===== src/rtl/apb_fifo_slave.sv =====
// APB3 slave in front of a byte FIFO: DATA/STATUS/CTRL/THRESH registers, wait states,
// PSLVERR on overflow/underflow, sticky error flags, flush and a threshold interrupt.
module apb_fifo_slave #(
  parameter int DATA_W   = 8,
  parameter int ADD_W    = 8,
  parameter int DEPTH    = 8,
  parameter int WAIT_CYC = 0,
  parameter int CNT_W    = $clog2(DEPTH) + 1
) (
  input  logic              pclk,
  input  logic              preset,
  input  logic              psel,
  input  logic              penable,
  input  logic              pwrite,
  input  logic [ADD_W-1:0]  paddr,
  input  logic [DATA_W-1:0] pwdata,
  output logic [DATA_W-1:0] prdata,
  output logic              pready,
  output logic              pslverr,
  output logic              irq
);

  localparam int              PTR_W   = $clog2(DEPTH);
  localparam logic [CNT_W-1:0] DEPTH_C = CNT_W'(DEPTH);
  localparam logic [3:0]      WAIT_C  = 4'(WAIT_CYC);
  localparam logic [1:0]      A_DATA   = 2'd0;
  localparam logic [1:0]      A_STATUS = 2'd1;
  localparam logic [1:0]      A_CTRL   = 2'd2;
  localparam logic [1:0]      A_THRESH = 2'd3;

  typedef enum logic [1:0] {IDLE, SETUP, ACCESS} state_t;

  state_t             r_state, w_phase, w_stateNxt;
  logic [3:0]         r_wcnt, w_wcntNxt;
  logic [DATA_W-1:0]  r_mem [DEPTH];
  logic [PTR_W-1:0]   r_rdPtr, r_wrPtr, w_rdPtrNxt, w_wrPtrNxt;
  logic [CNT_W-1:0]   r_count, w_countNxt;
  logic [CNT_W-1:0]   r_thresh, w_threshNxt;
  logic               r_overflow, r_underflow, r_irqEn, r_irq;
  logic               w_ovNxt, w_unNxt, w_irqEnNxt;
  logic               w_full, w_empty, w_commit, w_isData;
  logic               w_overErr, w_underErr, w_push, w_pop;
  logic               w_ctrlWr, w_flush, w_threshWr;
  logic [DATA_W-1:0]  w_regRd;
  logic               w_unused;

  assign w_unused = &{1'b0, paddr[ADD_W-1:2]};

  assign w_full  = (r_count == DEPTH_C);
  assign w_empty = (r_count == '0);
  assign pready  = (r_state == ACCESS) && (r_wcnt == WAIT_C);

  // A setup phase presented while idle is the SETUP cycle itself, so the
  // master's access phase lines up with our ACCESS state.
  always_comb begin
    w_phase    = r_state;
    w_stateNxt = r_state;
    w_wcntNxt  = r_wcnt;
    if (r_state == IDLE && psel && !penable) w_phase = SETUP;
    case (w_phase)
      IDLE:   w_stateNxt = IDLE;
      SETUP: begin
        w_stateNxt = ACCESS;
        w_wcntNxt  = '0;
      end
      ACCESS: begin
        if (pready) w_stateNxt = (psel && !penable) ? SETUP : IDLE;
        else if (r_wcnt != WAIT_C) w_wcntNxt = r_wcnt + 4'd1;
      end
      default: w_stateNxt = IDLE;
    endcase
  end

  always_ff @(posedge pclk or negedge preset) begin
    if (!preset) begin
      r_state <= IDLE;
      r_wcnt  <= '0;
    end else begin
      r_state <= w_stateNxt;
      r_wcnt  <= w_wcntNxt;
    end
  end

  assign w_commit   = pready && psel && penable;
  assign w_isData   = (paddr[1:0] == A_DATA);
  assign w_overErr  = w_isData && pwrite && w_full;
  assign w_underErr = w_isData && !pwrite && w_empty;
  assign pslverr    = pready && (w_overErr || w_underErr);
  assign w_push     = w_commit && w_isData && pwrite && !w_full;
  assign w_pop      = w_commit && w_isData && !pwrite && !w_empty;
  assign w_ctrlWr   = w_commit && pwrite && (paddr[1:0] == A_CTRL);
  assign w_flush    = w_ctrlWr && pwdata[0];
  assign w_threshWr = w_commit && pwrite && (paddr[1:0] == A_THRESH);

  // Post-commit values; the interrupt is computed from these so it tracks the commit.
  always_comb begin
    w_rdPtrNxt  = r_rdPtr;
    w_wrPtrNxt  = r_wrPtr;
    w_countNxt  = r_count;
    w_ovNxt     = r_overflow;
    w_unNxt     = r_underflow;
    w_irqEnNxt  = r_irqEn;
    w_threshNxt = r_thresh;
    if (w_push) begin
      w_wrPtrNxt = r_wrPtr + 1'b1;
      w_countNxt = r_count + 1'b1;
    end
    if (w_pop) begin
      w_rdPtrNxt = r_rdPtr + 1'b1;
      w_countNxt = r_count - 1'b1;
    end
    if (w_commit && w_overErr)  w_ovNxt = 1'b1;
    if (w_commit && w_underErr) w_unNxt = 1'b1;
    if (w_ctrlWr) w_irqEnNxt = pwdata[1];
    if (w_flush) begin
      w_rdPtrNxt = '0;
      w_wrPtrNxt = '0;
      w_countNxt = '0;
      w_ovNxt    = 1'b0;
      w_unNxt    = 1'b0;
    end
    if (w_threshWr) w_threshNxt = pwdata[CNT_W-1:0];
  end

  always_ff @(posedge pclk or negedge preset) begin
    if (!preset) begin
      r_rdPtr     <= '0;
      r_wrPtr     <= '0;
      r_count     <= '0;
      r_overflow  <= 1'b0;
      r_underflow <= 1'b0;
      r_irqEn     <= 1'b0;
      r_thresh    <= DEPTH_C;
      r_irq       <= 1'b0;
    end else begin
      r_rdPtr     <= w_rdPtrNxt;
      r_wrPtr     <= w_wrPtrNxt;
      r_count     <= w_countNxt;
      r_overflow  <= w_ovNxt;
      r_underflow <= w_unNxt;
      r_irqEn     <= w_irqEnNxt;
      r_thresh    <= w_threshNxt;
      r_irq       <= w_irqEnNxt && ((w_countNxt >= w_threshNxt) || w_ovNxt || w_unNxt);
    end
  end

  // Storage is deliberately not reset.
  always_ff @(posedge pclk) begin
    if (w_push) r_mem[r_wrPtr] <= pwdata;
  end

  always_comb begin
    w_regRd = '0;
    case (paddr[1:0])
      A_DATA:   w_regRd = w_empty ? '0 : r_mem[r_rdPtr];
      A_STATUS: w_regRd = DATA_W'({r_count, r_underflow, r_overflow, w_full, w_empty});
      A_CTRL:   w_regRd = DATA_W'({r_irqEn, 1'b0});
      A_THRESH: w_regRd = DATA_W'(r_thresh);
      default:  w_regRd = '0;
    endcase
  end

  assign prdata = (pready && !pwrite) ? w_regRd : '0;
  assign irq    = r_irq;

endmodule


===== config.mk =====
export PLATFORM = sky130hd
export DESIGN_NAME = apb_fifo_slave
export DESIGN_NICKNAME = d
export VERILOG_FILES = /design/src/rtl/apb_fifo_slave.sv
export SDC_FILE = /design/constraint.sdc
export NUM_CORES = 1
export LEC_CHECK = 0
export BUFFER_PORTS_ARGS = -buffer_cell sky130_fd_sc_hd__buf_2
export CELL_PAD_IN_SITES_DETAIL_PLACEMENT = 2
export CELL_PAD_IN_SITES_GLOBAL_PLACEMENT = 2
export CORE_ASPECT_RATIO = 0.7
export CORE_MARGIN = 1.5
export CORE_UTILIZATION = 35
export CTS_CLUSTER_DIAMETER = 200
export DETAILED_ROUTE_END_ITERATION = 10
export PLACE_DENSITY_LB_ADDON = 0.1
export SYNTH_ARGS = -nofsm -noshare
export SYNTH_HDL_FRONTEND = slang
export SYNTH_SLANG_ARGS = --single-unit

===== constraint.sdc =====
create_clock -name pclk -period 3.1 [get_ports pclk]
set_input_delay 0 -clock pclk [delete_from_list [all_inputs] [get_ports pclk]]
set_output_delay 0 -clock pclk [all_outputs]
set_load 0.01 [all_outputs]

### After elaboration in Yosys (flattened, before gate mapping)

Memories as Yosys holds them, arrays and structs flattened.
Cells that the tools add are included.

* $add $sub $neg: 5
* multipliers: 0
* divide/modulo/power cells: 0
* $lt $le $gt $ge: 1
* equal/unequal tests: 10
* shift operators: 0
* muxes and demuxes: 25
* bitwise operators: 0
* reductions and logical operators: 40

Operator list (number)
* one-hot mux 8 bit (4 select lines): 1
* logical AND 1 bit: 24
* two-way mux 4 bit: 6
* two-way mux 8 bit: 2
* two-way mux 3 bit: 4
* adder 4 x 1 -> 4 bit (second input constant): 2
* == test 2 bit (second input constant): 4
* logical NOT 4 bit: 2
* two-way mux 1 bit: 8
* one-hot mux 4 bit (2 select lines): 1
* adder 3 x 1 -> 3 bit (second input constant): 2
* inequality test 2 bit (second input constant): 3
* nonzero test 2 bit: 3
* == test 2 x 1 -> 1 bit (second input constant): 2
* == test 4 bit (second input constant): 1
* >= comparator 4 bit: 1
* logical NOT 1 bit: 4
* logical NOT 2 bit: 2
* two-way mux 2 bit: 2
* one-hot mux 2 bit (2 select lines): 1
* nonzero test 4 bit: 1
* subtractor 4 x 1 -> 4 bit (second input constant): 1
* logical OR 1 bit: 3
* AND reduction 3 bit: 1

* register bits after elaboration: 24
* latch bits: 0
* bits in writable memories: 64
* bits in read-only memories: 0
* bits of input ports: 21
* output and inout bits: 11
* word-level logic and storage cells: 92
* memories kept: 1

Memory list
* r_mem: words 8, bits a word 8, rd ports 1, clocked after Yosys merged registers in 0, wr ports 1, RTL line 35 `logic [DATA_W-1:0] r_mem [DEPTH];`

### Logic depth before layout (Yosys ltp)

Gate-level depths: netlist of the first run.

* depth after elaboration: 14
* depth in mapped cells: 12

### Worst setup path before layout of the first run

No wires, ideal clock.

* path kind: flip-flop to flip-flop
* start point: reg r_wcnt[0]
* end point: reg r_irq, in the netlist irq
* setup time: 0.130 ns
* arrival time: 2.924 ns
* slack: 0.046 ns
* cell stages (with the launch flop): 13
* buffers on the path: 1
* clock period less this slack: 3.054 ns
* cells stage by stage: dfrtp_1 -> inv_1 -> ha_1 -> or3b_2 -> buf_2 -> nor2_1 -> nand4_2 -> mux2_2 -> ha_1 -> nand2b_1 -> a211o_1 -> a211oi_1 -> a211oi_1

RTL lines
* start, declared: RTL line 34 `logic [3:0] r_wcnt, w_wcntNxt;`
* start signal, assigned: RTL line 80 `r_wcnt <= w_wcntNxt;`
* logical NOT 4 bit: RTL line 51 `assign pready = (r_state == ACCESS) && (r_wcnt == WAIT_C);`
* logical AND 1 bit: RTL line 51
* logical AND 1 bit (2 in series): RTL line 84 `assign w_commit = pready && psel && penable;`
* logical AND 1 bit (2 in series): RTL line 93 `assign w_threshWr = w_commit && pwrite && (paddr[1:0] == A_THRESH);`
* two-way mux 4 bit: RTL line 122 `if (w_threshWr) w_threshNxt = pwdata[CNT_W-1:0];`
* net w_threshNxt[0]: RTL line 38 `logic [CNT_W-1:0] r_thresh, w_threshNxt;`
* >= comparator 4 bit: RTL line 143 `r_irq <= w_irqEnNxt && ((w_countNxt >= w_threshNxt) || w_ovNxt || w_unNxt);`
* logical OR 1 bit (2 in series): RTL line 143
* logical AND 1 bit: RTL line 143
* end signal, assigned: RTL line 143
* end, declared: RTL line 39 `logic r_overflow, r_underflow, r_irqEn, r_irq;`

The timed path passes the listed nets, and every way through them passes these cells.
A chain may end at the register's enable or synchronous reset.

### Worst setup path in the final report of the first run

* start point: reg r_count[0]
* end point: reg r_irq, in the netlist irq

* longest elaborated chain between the ends: 10

RTL lines
* start, declared: RTL line 37 `logic [CNT_W-1:0] r_count, w_countNxt;`
* start signal, assigned: RTL line 138 `r_count <= w_countNxt;`
* branches (longest 4 deep; another with adder 4 x 1 -> 4 bit)
* two-way mux 4 bit *: RTL line 108 `if (w_pop) begin`
* two-way mux 4 bit *: RTL line 115 `if (w_flush) begin`
* net w_countNxt[3]: RTL line 37
* >= comparator 4 bit *: RTL line 143
* logical OR 1 bit * (2 in series): RTL line 143
* logical AND 1 bit *: RTL line 143

Mark *: on every way through the listed nets, which the timed path passes.

==> results of run 1 <==
-- final timing paths --
check	to	startpoint	cells after the start	slack (ns)
worst max-delay path	irq$_DFF_PN0_	r_count[0]$_DFF_PN0_	10	0.20
worst min-delay path	r_mem[1][2]$_DFFE_PP_	pwdata[2]	1	0.01
worst max register to register	irq$_DFF_PN0_	r_count[0]$_DFF_PN0_	10	0.20
worst min register to register	r_overflow$_DFF_PN0_	r_overflow$_DFF_PN0_	1	0.52
max in group asynchronous	r_wcnt[0]$_DFFE_PN0P_	preset	2	2.45
min in group asynchronous	r_irqEn$_DFF_PN0_	preset	2	0.21
-- power by group --
part           internal (W)  switching (W)  total, W
logic              0.000515       0.000547   0.00106
clock network      0.000555       0.000481   0.00104
registers           0.00137       0.000130   0.00150
total               0.00244        0.00116   0.00360
-- area by class of cell --
| class | count | share of cell area, % |
|---|---|---|
| Multi-Input combinational cell | 168 | 30.7 |
| Sequential cell | 88 | 49.8 |
| Clock inverter | 6 | 1.04 |
| Timing Repair Buffer | 69 | 9.43 |
| Clock buffer | 10 | 4.52 |
| Inverter | 10 | 0.741 |
| Tap cell | 153 | 3.78 |
-- kinds of logic after synthesis --
logic type	synth area share (%)
AND/OR/NAND/NOR	10.8
multiplexers	14.7
flip-flops	61.0
AO/OA/AOI/OAI	7.11
adder cells (fa/ha/maj)	3.03
XOR/XNOR	0.636
buffers and inverters	2.69
-- cells in the mapped netlist (all sizes together) (2+ instances only) --
cell,instances
a211oi,4
a21boi,2
a21oi,9
a22oi,3
a32oi,3
and3,4
and3b,2
buf,5
clkbuf,12
dfrtp,23
edfxtp,64
ha,10
inv,10
mux2,9
mux2i,10
mux4,17
nand2,9
nand2b,6
nand3,7
nand4,5
nand4b,2
nor2,15
nor2b,2
nor3,7
nor3b,3
nor4,3
o211ai,2
o21a,2
o21ai,8
o22ai,2
o2bb2ai,4
or3,2
or3b,2
xnor2,3
-- metrics by stage --
stage | cell area (um2) | hold slack, ns | utilization, % | power [W]
2_1_floorplan | 4140 | -0.296 | - | 0.00218
3_3_place_gp | 4640 | 0.0481 | 41.2 | 0.00250
3_5_place_dp | 4640 | 0.0452 | 41.2 | 0.00254
4_1_cts | 5010 | 0.00780 | 44.5 | 0.00360
5_1_grt | 5070 | 0.0169 | 45.0 | 0.00381
6_report | 5070 | 0.0108 | 45.0 | 0.00360
-- routing by layer --
metal	track usage [%]	vias to the layer above	wire (um)
met5	0	-	0
met4	4.67	0	108
met3	3.67	10	327
met2	30.1	37	5030
met1	29.9	1439	5860
li1	-	1235	-
-- state kept, by name, summed over array words and instances (netlist names), 2 cells and up --
name / cells
r_wcnt: 4
r_thresh: 4
r_mem: 64
r_rdPtr: 3
r_state: 2
r_count: 4
r_wrPtr: 3
-- what timing repair did --
action	4_1_cts	5_1_grt
setup endpoints to repair	0	1
endpoints found under the hold margin	72	0
hold buffers	9	0
resized for setup	0	13
buffers inserted	0	1
==> impl_summary.md, run 1 <==
Global route
The number of antenna violations at the first check in global routing is 0. The number of global-route vias before repair is 2874. Across every metal layer, demand over resource in global routing totals 20.0%.

The first global-routing pass estimated 18000 um of wire. The aggregate global routing overflow is 0. The largest net degree at the start of global routing is 25.

Timing
The transition at the pin with the smallest max-transition slack is 0.670 ns. The worst clock skew on the final layout is 0.00813 ns. The final critical-path setup slack is 0.198 ns.

The remaining max-slew budget at the tightest pin is 55.3%. Setup repair after global routing left no endpoint under its margin. Setup violations remaining at the end of the flow were counted as 0. Static timing analysis puts the maximum clock frequency at 0.345 GHz. The final critical path takes up 93.6% of the cycle. The final critical-path required period is 2.90 ns. The sum of negative setup slack is 0 ns. The final hold violation count is 0. The number of max-slew violations in the final report came to 0.

Worst setup path
The maximum cell stage delay along the critical path is 0.39 ns. The slowest stage of the critical path belongs to the cell sky130_fd_sc_hd__or3b_1. Data arrives at the worst endpoint at 3.11 ns. The critical path goes through inv_1, ha_1, or3b_1, and4_2, a32oi_1, mux2i_1, ha_1, o21a_1, a211oi_2, a211oi_1. The most frequent cell on the critical path is sky130_fd_sc_hd__ha_1. The dominant delay contributor by cell family on the critical path is compound AO/OA/AOI/OAI gates.

The worst setup path is of the flip-flop to flip-flop kind. The number of buffers and inverters on the critical path is 1. The endpoint kind of the worst setup timing path is a flip-flop.

Of all nets on the critical path, the largest fanout is 6. The worst setup path is launched from a flip-flop. The worst path required time is 3.31 ns.

Logic synthesis
Of all flip-flops after synthesis, the portion carrying an async set or reset was 27.3%. Counting distinct cell types in the post-synthesis netlist gives 52. The number of nets handed over by synthesis was 314. The area fraction of the dominant cell type after synthesis is 46.5%. The largest total area in the synthesized netlist belongs to sky130_fd_sc_hd__edfxtp_1.

Yosys printed 0 warnings. The number of enable flip-flop cells after synthesis is 64. A synthesized cell averages 14.6 um2. The post-synthesis instance area is 0.00414 mm2. Yosys attributes the largest share of cell area to sky130_fd_sc_hd__edfxtp_1, sky130_fd_sc_hd__dfrtp_1, sky130_fd_sc_hd__mux4_2.

After synthesis the netlist holds a flip-flop and latch count of 88. Sequential elements use 61.0% of the synthesized area. The most common flop cell mapped by yosys is sky130_fd_sc_hd__edfxtp_1. The post-synthesis instance total is 283.

CTS
The clock tree root driver cell is sky130_fd_sc_hd__clkbuf_16. The clock latency of the later-clocked register in the worst-skew pair is 0.34 ns. The H-tree depth reported by CTS is 3.

The TritonCTS clock tree is yes. The clock-pin slew reported for the worst setup and hold paths after clock tree synthesis is 0.07 ns. For this design, the sink count on the clock tree is 88. The TritonCTS buffer count is 9.

The maximum count of clock buffers along a single path is 2.

Route
The remaining design rule violation count is 0. The initial DRC count is 117. The number of detailed-routing iterations run before antenna repair is 4.

Once detail routing completed, the nets flagged for antenna violations numbered 0. Dividing the detail-routed via count by the number of cells gives 5.40. After detailed routing, the average wire length per cell comes to 22.5 um. The final wirelength is 11300 um. The detailed-route via count is 2721.

Placement
The worst slack at placement is 0.0725 ns. Detailed placement ended at an HPWL of 8460 um. The cell count after placement is 478.

In this run the tool buffered the top-level ports with 25 buffer cells. The final weighted congestion of routability-driven global placement is 0.804.

Cells and area
The combined area of the multi-input logic cells is 0.00155 mm2. The sequential standard cell area is 0.00252 mm2. The filler cells instantiated in the layout total 1105. The number of antenna diodes in the final layout is 0. The final instance count without filler cells is 504. The share of layout cells above drive strength 1 is 31.9%. In the layout the commonest cells are sky130_fd_sc_hd__edfxtp_1, sky130_fd_sc_hd__buf_4, sky130_fd_sc_hd__buf_2. The growth of design area from synthesis to finish is 22.5%. In the final design database the tool counted 377 nets. Leaving out fill and tap cells, the most frequent cell in the layout is sky130_fd_sc_hd__edfxtp_1.

Floorplan
The die span in x is 133 um. For this design the top-level I/O count stands at 32. In this run the vertical extent of the chip is 93.9 um. The total area inside the core boundary comes to 0.0113 mm2. The starting utilization of the core area is 36.8%. The number of placement rows is 32. The die area is 0.0125 mm2.

Power and ir drop
The power density relative to cell area is 711 mW/mm2. In this run the static leakage power is 1.93 nW. The maximum ir drop on the vdd rail is 0.266 mV.

Outcome
The run finished with clean final reports.

Run
The max-cap check violation count is 0.

Worst hold path
The path class of the tightest hold or removal check is input pin to flip-flop.
(Power assumes the default switching activity.)
==> inputs of run 2 (changes only) <==
--- a/config.mk
+++ b/config.mk
@@ -10,7 +10,7 @@
 export CELL_PAD_IN_SITES_GLOBAL_PLACEMENT = 2
 export CORE_ASPECT_RATIO = 0.7
 export CORE_MARGIN = 1.5
-export CORE_UTILIZATION = 35
+export CORE_UTILIZATION = 39
 export CTS_CLUSTER_DIAMETER = 200
 export DETAILED_ROUTE_END_ITERATION = 10
 export PLACE_DENSITY_LB_ADDON = 0.1
==> run 2 against run 1 <==
  * Register-to-register slack got worse by 0.05 ns
  * Hold slack worse by 0.0050 ns
  * First-iteration DRC count increased by 24%
  * Critical path depth stayed put
  * Design area fell by 2.4%
  * Final cell count down 6.0%
  * Global-route usage up 1.9 points
  * Critical endpoint unchanged
==> impl_summary.md, run 2 (synthesized netlist as in run 1, its figures left out) <==
Cells and area
The library cells used most frequently in the layout, excluding fill and tap cells, are sky130_fd_sc_hd__edfxtp_1, sky130_fd_sc_hd__buf_4, sky130_fd_sc_hd__buf_2. The filler cell count is 982 (-11%). The final instance count without filler cells is 474 (-6.0%). The largest register by flop count is r_mem. The number of flip-flops under the largest register name is 64 (unchanged).

The final antenna diode count came to 0 (unchanged). The combined area of the multi-input logic cells is 0.00155 mm2 (-0.48%). The share of layout cells above drive strength 1 is 28.9% (-3.0 points). The final cell area excluding filler cells is 0.00494 mm2 (-2.4%). The sequential standard cell area is 0.00252 mm2 (about the same). Compared with the post-synthesis result, the final layout area differs by 19.6%. The library cell used most frequently in the layout, excluding fill and tap cells, is sky130_fd_sc_hd__edfxtp_1.

The net count reported at finish is 368 (-2.4%).

Placement
The cell count after placement is 449 (-6.1%). The final weighted congestion of routability-driven global placement is 0.780 (-3.0%). The instance area at placement came to 0.00455 mm2 (-1.9%). The estimated wirelength of the detail-placed design was 8150 um (-3.7%). The quantity of I/O buffers inserted on ports is 25 (unchanged).

Worst setup path
The setup slack on the worst flop-to-flop path is 0.15 ns (-0.05 ns). The critical setup path kind is flip-flop to flip-flop. The maximum fanout along the worst path is 6 (unchanged). The worst path required time came to 3.31 ns (about the same). The endpoint kind of the worst setup timing path is a flip-flop.

The arrival time at the worst endpoint is 3.16 ns (+0.05 ns). The startpoint class of the critical path is a flip-flop.

Timing
The maximum clock frequency is 0.339 GHz (-1.7%). Setup repair after global routing left no endpoint under its margin. The final critical-path required period was 2.95 ns (+0.0513 ns).

The worst clock skew on the final layout was 0.00657 ns (-0.00156 ns). The number of endpoints failing setup at the final stage came to 0 (unchanged). The final cycle utilization of the critical path is 95.3% (+1.7 points).

The number of max-slew violations in the final report is 0 (unchanged). The remaining max-slew budget at the tightest pin is 58.0% (+2.6 points). The final hold violation count is 0 (unchanged). The sum of negative setup slack is 0 ns (unchanged).

The transition at the pin with the smallest max-transition slack is 0.631 ns (-0.0397 ns).

Power and ir drop
The total chip power came to 0.00355 W (-1.4%). The maximum ir drop on the vdd rail is 0.301 mV (+13%). The leakage power summed over all cells was 1.88 nW (-3.0%).

The power density relative to cell area came to 718 mW/mm2 (+1.0%).

Floorplan
The total core area is 0.0103 mm2 (-8.3%). The number of top-level design ports is 32 (unchanged). The starting utilization of the core area is 40.1% (+3.3 points). The height of the die came to 89.2 um (-5.1%).

The die area is 0.0112 mm2 (-10%). The number of placement rows was 31 (-3.1%). The die span in x came to 126 um (-5.1%).

CTS
The TritonCTS clock tree is yes. The clock latency of the later-clocked register in the worst-skew pair is 0.34 ns (about the same). The TritonCTS buffer count came to 9 (unchanged). The clock-pin slew reported for the worst setup and hold paths after clock tree synthesis was 0.07 ns (about the same). The maximum count of clock buffers along a single path is 2 (unchanged). The H-tree depth reported by CTS was 3 (unchanged).

The clock tree root driver cell is sky130_fd_sc_hd__clkbuf_16. The number of clock sinks seen by CTS came to 88 (unchanged).

Global route
The global-route wire length before repair is 17700 um (-1.8%). The aggregate global routing overflow is 0 (unchanged). The number of antenna violations at the first check in global routing came to 0 (unchanged). The number of global-route vias before repair is 2919 (+1.6%).

The all-layer global routing usage is 21.9% (+1.9 points). The largest net degree at the start of global routing was 25 (unchanged).

Route
The average routed wire per standard cell is 23.8 um (+6.0%). The initial DRC count is 145 (+24%). The detailed-route via count is 2688 (-1.2%). The count of nets left with antenna violations after detail routing is 0 (unchanged). The final wirelength is 11300 um (-0.29%). The detailed-route vias per instance is 5.67 (+5.0%). The number of detailed-routing iterations run before antenna repair is 6 (+2).

The remaining design rule violation count is 0 (unchanged).

Worst hold path
The tightest min-delay check is of the input pin to flip-flop type.

Outcome
The run finished with clean final reports.

Run
The max-cap check violation count is 0 (unchanged).
[run 2: cell types whose count changed in the layout (fill, tap and decap cells not counted), moves of 2 or more]
cell                         change
sky130_fd_sc_hd__a211oi_1        +2
sky130_fd_sc_hd__a211oi_2        -2
sky130_fd_sc_hd__buf_4           -8
sky130_fd_sc_hd__clkinv_2        +2
sky130_fd_sc_hd__clkinvlp_4      -2
[run 2: final cells by class]
class / count / area share, %
sequential: 88 / 51.0
multi-input combinational: 168 / 31.3
timing repair buffer: 60 / 8.25
clock buffer: 11 / 4.71
tap: 132 / 3.34
inverter: 10 / 0.759
clock inverter: 5 / 0.633
[run 2: final timing paths]
path,endpoint,startpoint,cells after the start
setup / recovery,irq$_DFF_PN0_,r_count[0]$_DFF_PN0_,10
hold / removal,r_mem[7][4]$_DFFE_PP_,pwdata[4],1
setup reg to reg,irq$_DFF_PN0_,r_count[0]$_DFF_PN0_,10
hold reg to reg,r_thresh[2]$_DFF_PN0_,r_thresh[2]$_DFF_PN0_,1
max in group asynchronous,r_wcnt[3]$_DFFE_PN0P_,preset,2
min in group asynchronous,irq$_DFF_PN0_,preset,2
[run 2: metrics by stage]
| step | hold slack, ns | worst slack (ns) | util, % |
|---|---|---|---|
| 5_1_grt | 0.0121 | 0.00479 | 47.9 |
| 2_1_floorplan | -0.296 | 0.0460 | - |
| 3_5_place_dp | 0.0629 | 0.0511 | 44.1 |
| 3_3_place_gp | 0.0460 | 0.126 | 44.1 |
| 6_report | 0.00583 | 0.147 | 47.9 |
| 4_1_cts | 0.0116 | 0.0172 | 47.5 |
[run 2: routing by layer]
layer	track usage (%)	wire length, um	vias to the layer above
li1	-	-	1221
met1	31.6	5700	1402
met2	35.3	5160	61
met3	4.55	393	4
met4	3.45	40	0
met5	0	0	-
[run 2: timing repair]
| action | in CTS | in global routing |
|---|---|---|
| endpoints found under the setup margin | 0 | 1 |
| hold buffers | 8 | 0 |
| gates resized for setup | 0 | 11 |
| setup buffers | 0 | 1 |
| hold endpoints to repair | 57 | 0 |
[run 2: where the power goes]
| part | internal (W) | switching [W] |
|---|---|---|
| registers | 0.00137 | 0.000133 |
| clock network | 0.000543 | 0.000452 |
| logic | 0.000511 | 0.000538 |
[run 2: critical path, cell delays in order, from the launching register on]
cell	delay, ns
sky130_fd_sc_hd__dfrtp_1	0.38
sky130_fd_sc_hd__inv_1	0.08
sky130_fd_sc_hd__ha_2	0.25
sky130_fd_sc_hd__or3b_1	0.38
sky130_fd_sc_hd__and4_2	0.28
sky130_fd_sc_hd__a22oi_1	0.31
sky130_fd_sc_hd__mux2i_2	0.33
sky130_fd_sc_hd__ha_1	0.28
sky130_fd_sc_hd__o21a_1	0.20
sky130_fd_sc_hd__a211oi_1	0.24
sky130_fd_sc_hd__a211oi_1	0.09
==> inputs of run 3 (changes only) <==
--- a/config.mk
+++ b/config.mk
@@ -13,6 +13,7 @@
 export CORE_UTILIZATION = 39
 export CTS_CLUSTER_DIAMETER = 200
 export DETAILED_ROUTE_END_ITERATION = 10
+export HOLD_SLACK_MARGIN = 0.08
 export PLACE_DENSITY_LB_ADDON = 0.1
 export SYNTH_ARGS = -nofsm -noshare
 export SYNTH_HDL_FRONTEND = slang
==> run 3 against run 2 <==
  * Final cell count grew 0.63%
  * Flip-flop and latch count is the same
  * Utilization grew 0.29 points
  * Clock power is essentially flat
  * First-iteration DRC count grew 27%
  * Critical endpoint unchanged
  * Largest cell class unchanged
  * Critical path depth is the same
  * Clock-buffer cell count is the same
  * Non-clock buffer count grew 3
  * Worst setup slack gained 0.0050 ns
  * Global-route usage grew 0.067 points
  * Combinational power is essentially flat
  * Wire length grew 0.27%
==> impl_summary.md, run 3 (synthesized netlist as in run 1, its figures left out) <==
Route
The number of detailed-routing iterations run before antenna repair was 8 (+2). The remaining design rule violation count is 0 (unchanged). The count of nets left with antenna violations after detail routing is 0 (unchanged). The average routed wire per standard cell is 23.7 um (-0.36%). The detailed-route via count is 2704 (+0.60%).

The final wirelength is 11300 um (+0.27%). The detailed-route vias per instance came to 5.67 (about the same). The initial DRC count came to 184 (+27%).

Cells and area
The final cell area excluding filler cells came to 0.00497 mm2 (+0.61%). The final antenna diode count is 0 (unchanged). The net count reported at finish is 371 (+0.82%). The combined area of the multi-input logic cells was 0.00155 mm2 (unchanged).

More flip-flops sit in one register than any other, and that register is r_mem. The filler cell count is 978 (-0.41%). The share of layout cells above drive strength 1 came to 28.7% (-0.25 points). In the layout the commonest cells are sky130_fd_sc_hd__edfxtp_1, sky130_fd_sc_hd__buf_4, sky130_fd_sc_hd__buf_2.

The number of flip-flops under the largest register name is 64 (unchanged). The end-of-flow core utilization is 48.2% (+0.29 points). The area growth from synthesis to layout is 20.3%. The sequential standard cell area is 0.00252 mm2 (unchanged). The most common library cell in the layout ignoring fill and taps is sky130_fd_sc_hd__edfxtp_1.

Floorplan
The number of placement rows was 31 (unchanged). The total core area is 0.0103 mm2 (unchanged). The starting utilization of the core area is 40.1% (unchanged). The die span in x came to 126 um (unchanged). The die area was 0.0112 mm2 (unchanged). The number of top-level design ports came to 32 (unchanged). The height of the die is 89.2 um (unchanged).

CTS
The H-tree depth reported by CTS is 3 (unchanged). CTS placed an instance of sky130_fd_sc_hd__clkbuf_16 at the clock tree root. The number of clock sinks seen by CTS was 88 (unchanged).

The clock-pin slew reported for the worst setup and hold paths after clock tree synthesis is 0.07 ns (about the same). The TritonCTS buffer count was 9 (unchanged). TritonCTS built the clock tree.

The maximum count of clock buffers along a single path is 2 (unchanged). The clock latency of the later-clocked register in the worst-skew pair was 0.34 ns (about the same).

Global route
The all-layer global routing usage was 21.9% (+0.067 points). The number of global-route vias before repair is 2929 (+0.34%). The largest net degree at the start of global routing is 25 (unchanged). The global-route wire length before repair is 17800 um (+0.27%). The number of antenna violations at the first check in global routing came to 0 (unchanged). The aggregate global routing overflow is 0 (unchanged).

Power and ir drop
The logic gate share of total power is 29.6% (about the same). The maximum ir drop on the vdd rail is 0.304 mV (+0.83%). The sequential cell fraction of total power is 42.4% (about the same). The power spent charging and discharging nets is 0.00112 W (-0.11%). The power density relative to cell area is 714 mW/mm2 (-0.57%). The leakage power summed over all cells is 1.89 nW (+0.67%). The internal portion of total power is 0.00243 W (about the same). The total chip power is 0.00355 W (about the same).

The part of the power in the clock network is 28.0% (about the same). The net switching fraction of the power came to 31.6% (-0.045 points).

Worst setup path
The most critical setup path has its startpoint at r_count[0]$_DFF_PN0_. The number of cell instances on the worst register-to-register path is 10 (unchanged). The endpoint identified for the worst register-to-register timing path is irq$_DFF_PN0_.

The endpoint kind of the worst setup timing path is a flip-flop. The worst path required time is 3.31 ns (about the same). The critical setup path kind is flip-flop to flip-flop. The setup slack on the worst flop-to-flop path is 0.15 ns (about the same). The termination of the worst setup path is irq$_DFF_PN0_.

The arrival time at the worst endpoint is 3.16 ns (about the same). The launch point of the worst reg-to-reg path is r_count[0]$_DFF_PN0_. The maximum cell stage delay along the critical path is 0.38 ns (about the same). The most frequent cell on the critical path is sky130_fd_sc_hd__a211oi_1. The highest-delay cell along the critical path is sky130_fd_sc_hd__dfrtp_1.

Walking the worst path, the cells encountered are inv_1, ha_2, or3b_1, and4_2, a22oi_1, mux2i_2, ha_1, o21a_1, a211oi_1, a211oi_1. The startpoint class of the critical path is a flip-flop. The maximum fanout along the worst path is 6 (unchanged).

Timing
The sum of negative setup slack was 0 ns (unchanged). The remaining max-slew budget at the tightest pin is 57.9% (about the same). The final hold violation count is 0 (unchanged). The number of max-slew violations in the final report is 0 (unchanged). The final cycle utilization of the critical path was 95.1% (-0.16 points). The number of endpoints failing setup at the final stage was 0 (unchanged). Setup repair after global routing left no endpoint under its margin.

The final critical-path required period is 2.95 ns (-0.00500 ns). The worst clock skew on the final layout came to 0.00679 ns (+0.000227 ns). The maximum clock frequency is 0.339 GHz (+0.17%). The transition at the pin with the smallest max-transition slack is 0.631 ns (+0.000595 ns).

Outcome
The flow ran to the end, and the final reports show no timing, DRC or antenna violations.

Placement
The instance area at placement is 0.00455 mm2 (unchanged). The quantity of I/O buffers inserted on ports is 25 (unchanged). The estimated wirelength of the detail-placed design is 8150 um (unchanged). The final weighted congestion of routability-driven global placement is 0.780 (unchanged).

Worst hold path
The min-delay analysis places its worst path in the category input pin to flip-flop. The number of cells on the worst hold path is 3 (+2).

Run
The max-cap check violation count came to 0 (unchanged).
[run 3: worst min path at each step]
stage,start,endpoint,slack (ns)
floorplan,preset,irq$_DFF_PN0_,-0.30
global placement,preset,irq$_DFF_PN0_,0.05
detailed placement,preset,irq$_DFF_PN0_,0.06
CTS,pwrite,r_thresh[0]$_DFF_PN0_,0.15
global route,pwrite,r_thresh[0]$_DFF_PN0_,0.18
finish,pwrite,r_thresh[0]$_DFF_PN0_,0.16
[run 3: stage by stage]
| stage | cells | setup WS, ns | hold WS [ns] |
|---|---|---|---|
| 2_1_floorplan | 283 | 0.0460 | -0.296 |
| 3_3_place_gp | 449 | 0.126 | 0.0460 |
| 3_5_place_dp | 449 | 0.0511 | 0.0629 |
| 4_1_cts | 476 | 0.0172 | 0.153 |
| 5_1_grt | 477 | 0.00479 | 0.178 |
| 6_report | 477 | 0.152 | 0.161 |
[run 3: routing by layer]
metal / GRT usage, % / vias to the layer above / wire length, um
met3: 4.55 / 6 / 386
met4: 3.45 / 0 / 49
li1: - / 1227 / -
met2: 35.5 / 57 / 5140
met5: 0 / - / 0
met1: 31.6 / 1414 / 5740
[run 3: power by group through the flow]
stage	clock network [W]	registers [W]	logic, W
after CTS	0.00102	0.00150	0.00102
after global routing	0.00105	0.00152	0.00116
after detailed placement	0	0.00152	0.000992
after floorplan	0	0.00147	0.000704
after global placement	0	0.00152	0.000955
final	0.000994	0.00151	0.00105
[run 3: final cells by class]
type | instances | share of cell area (%)
Clock inverter | 5 | 0.629
Multi-Input combinational cell | 168 | 31.1
Clock buffer | 11 | 4.68
Sequential cell | 88 | 50.7
Timing Repair Buffer | 63 | 8.80
Inverter | 10 | 0.755
Tap cell | 132 | 3.32
[run 3: timing repair]
action	4_1_cts	5_1_grt
hold endpoints to repair	91	0
setup endpoints to repair	0	1
resized for setup	0	11
buffers inserted	0	1
hold buffers	11	0
[run 3: worst max-delay path: cells and delay by family (launching register included)]
kind / cells / cell delay (ns)
AO/OA/AOI/OAI: 4 / 0.84
adder cells (fa/ha/maj): 2 / 0.53
buffers and inverters: 1 / 0.09
flip-flops: 1 / 0.38
multiplexers: 1 / 0.33
AND/OR/NAND/NOR: 2 / 0.66
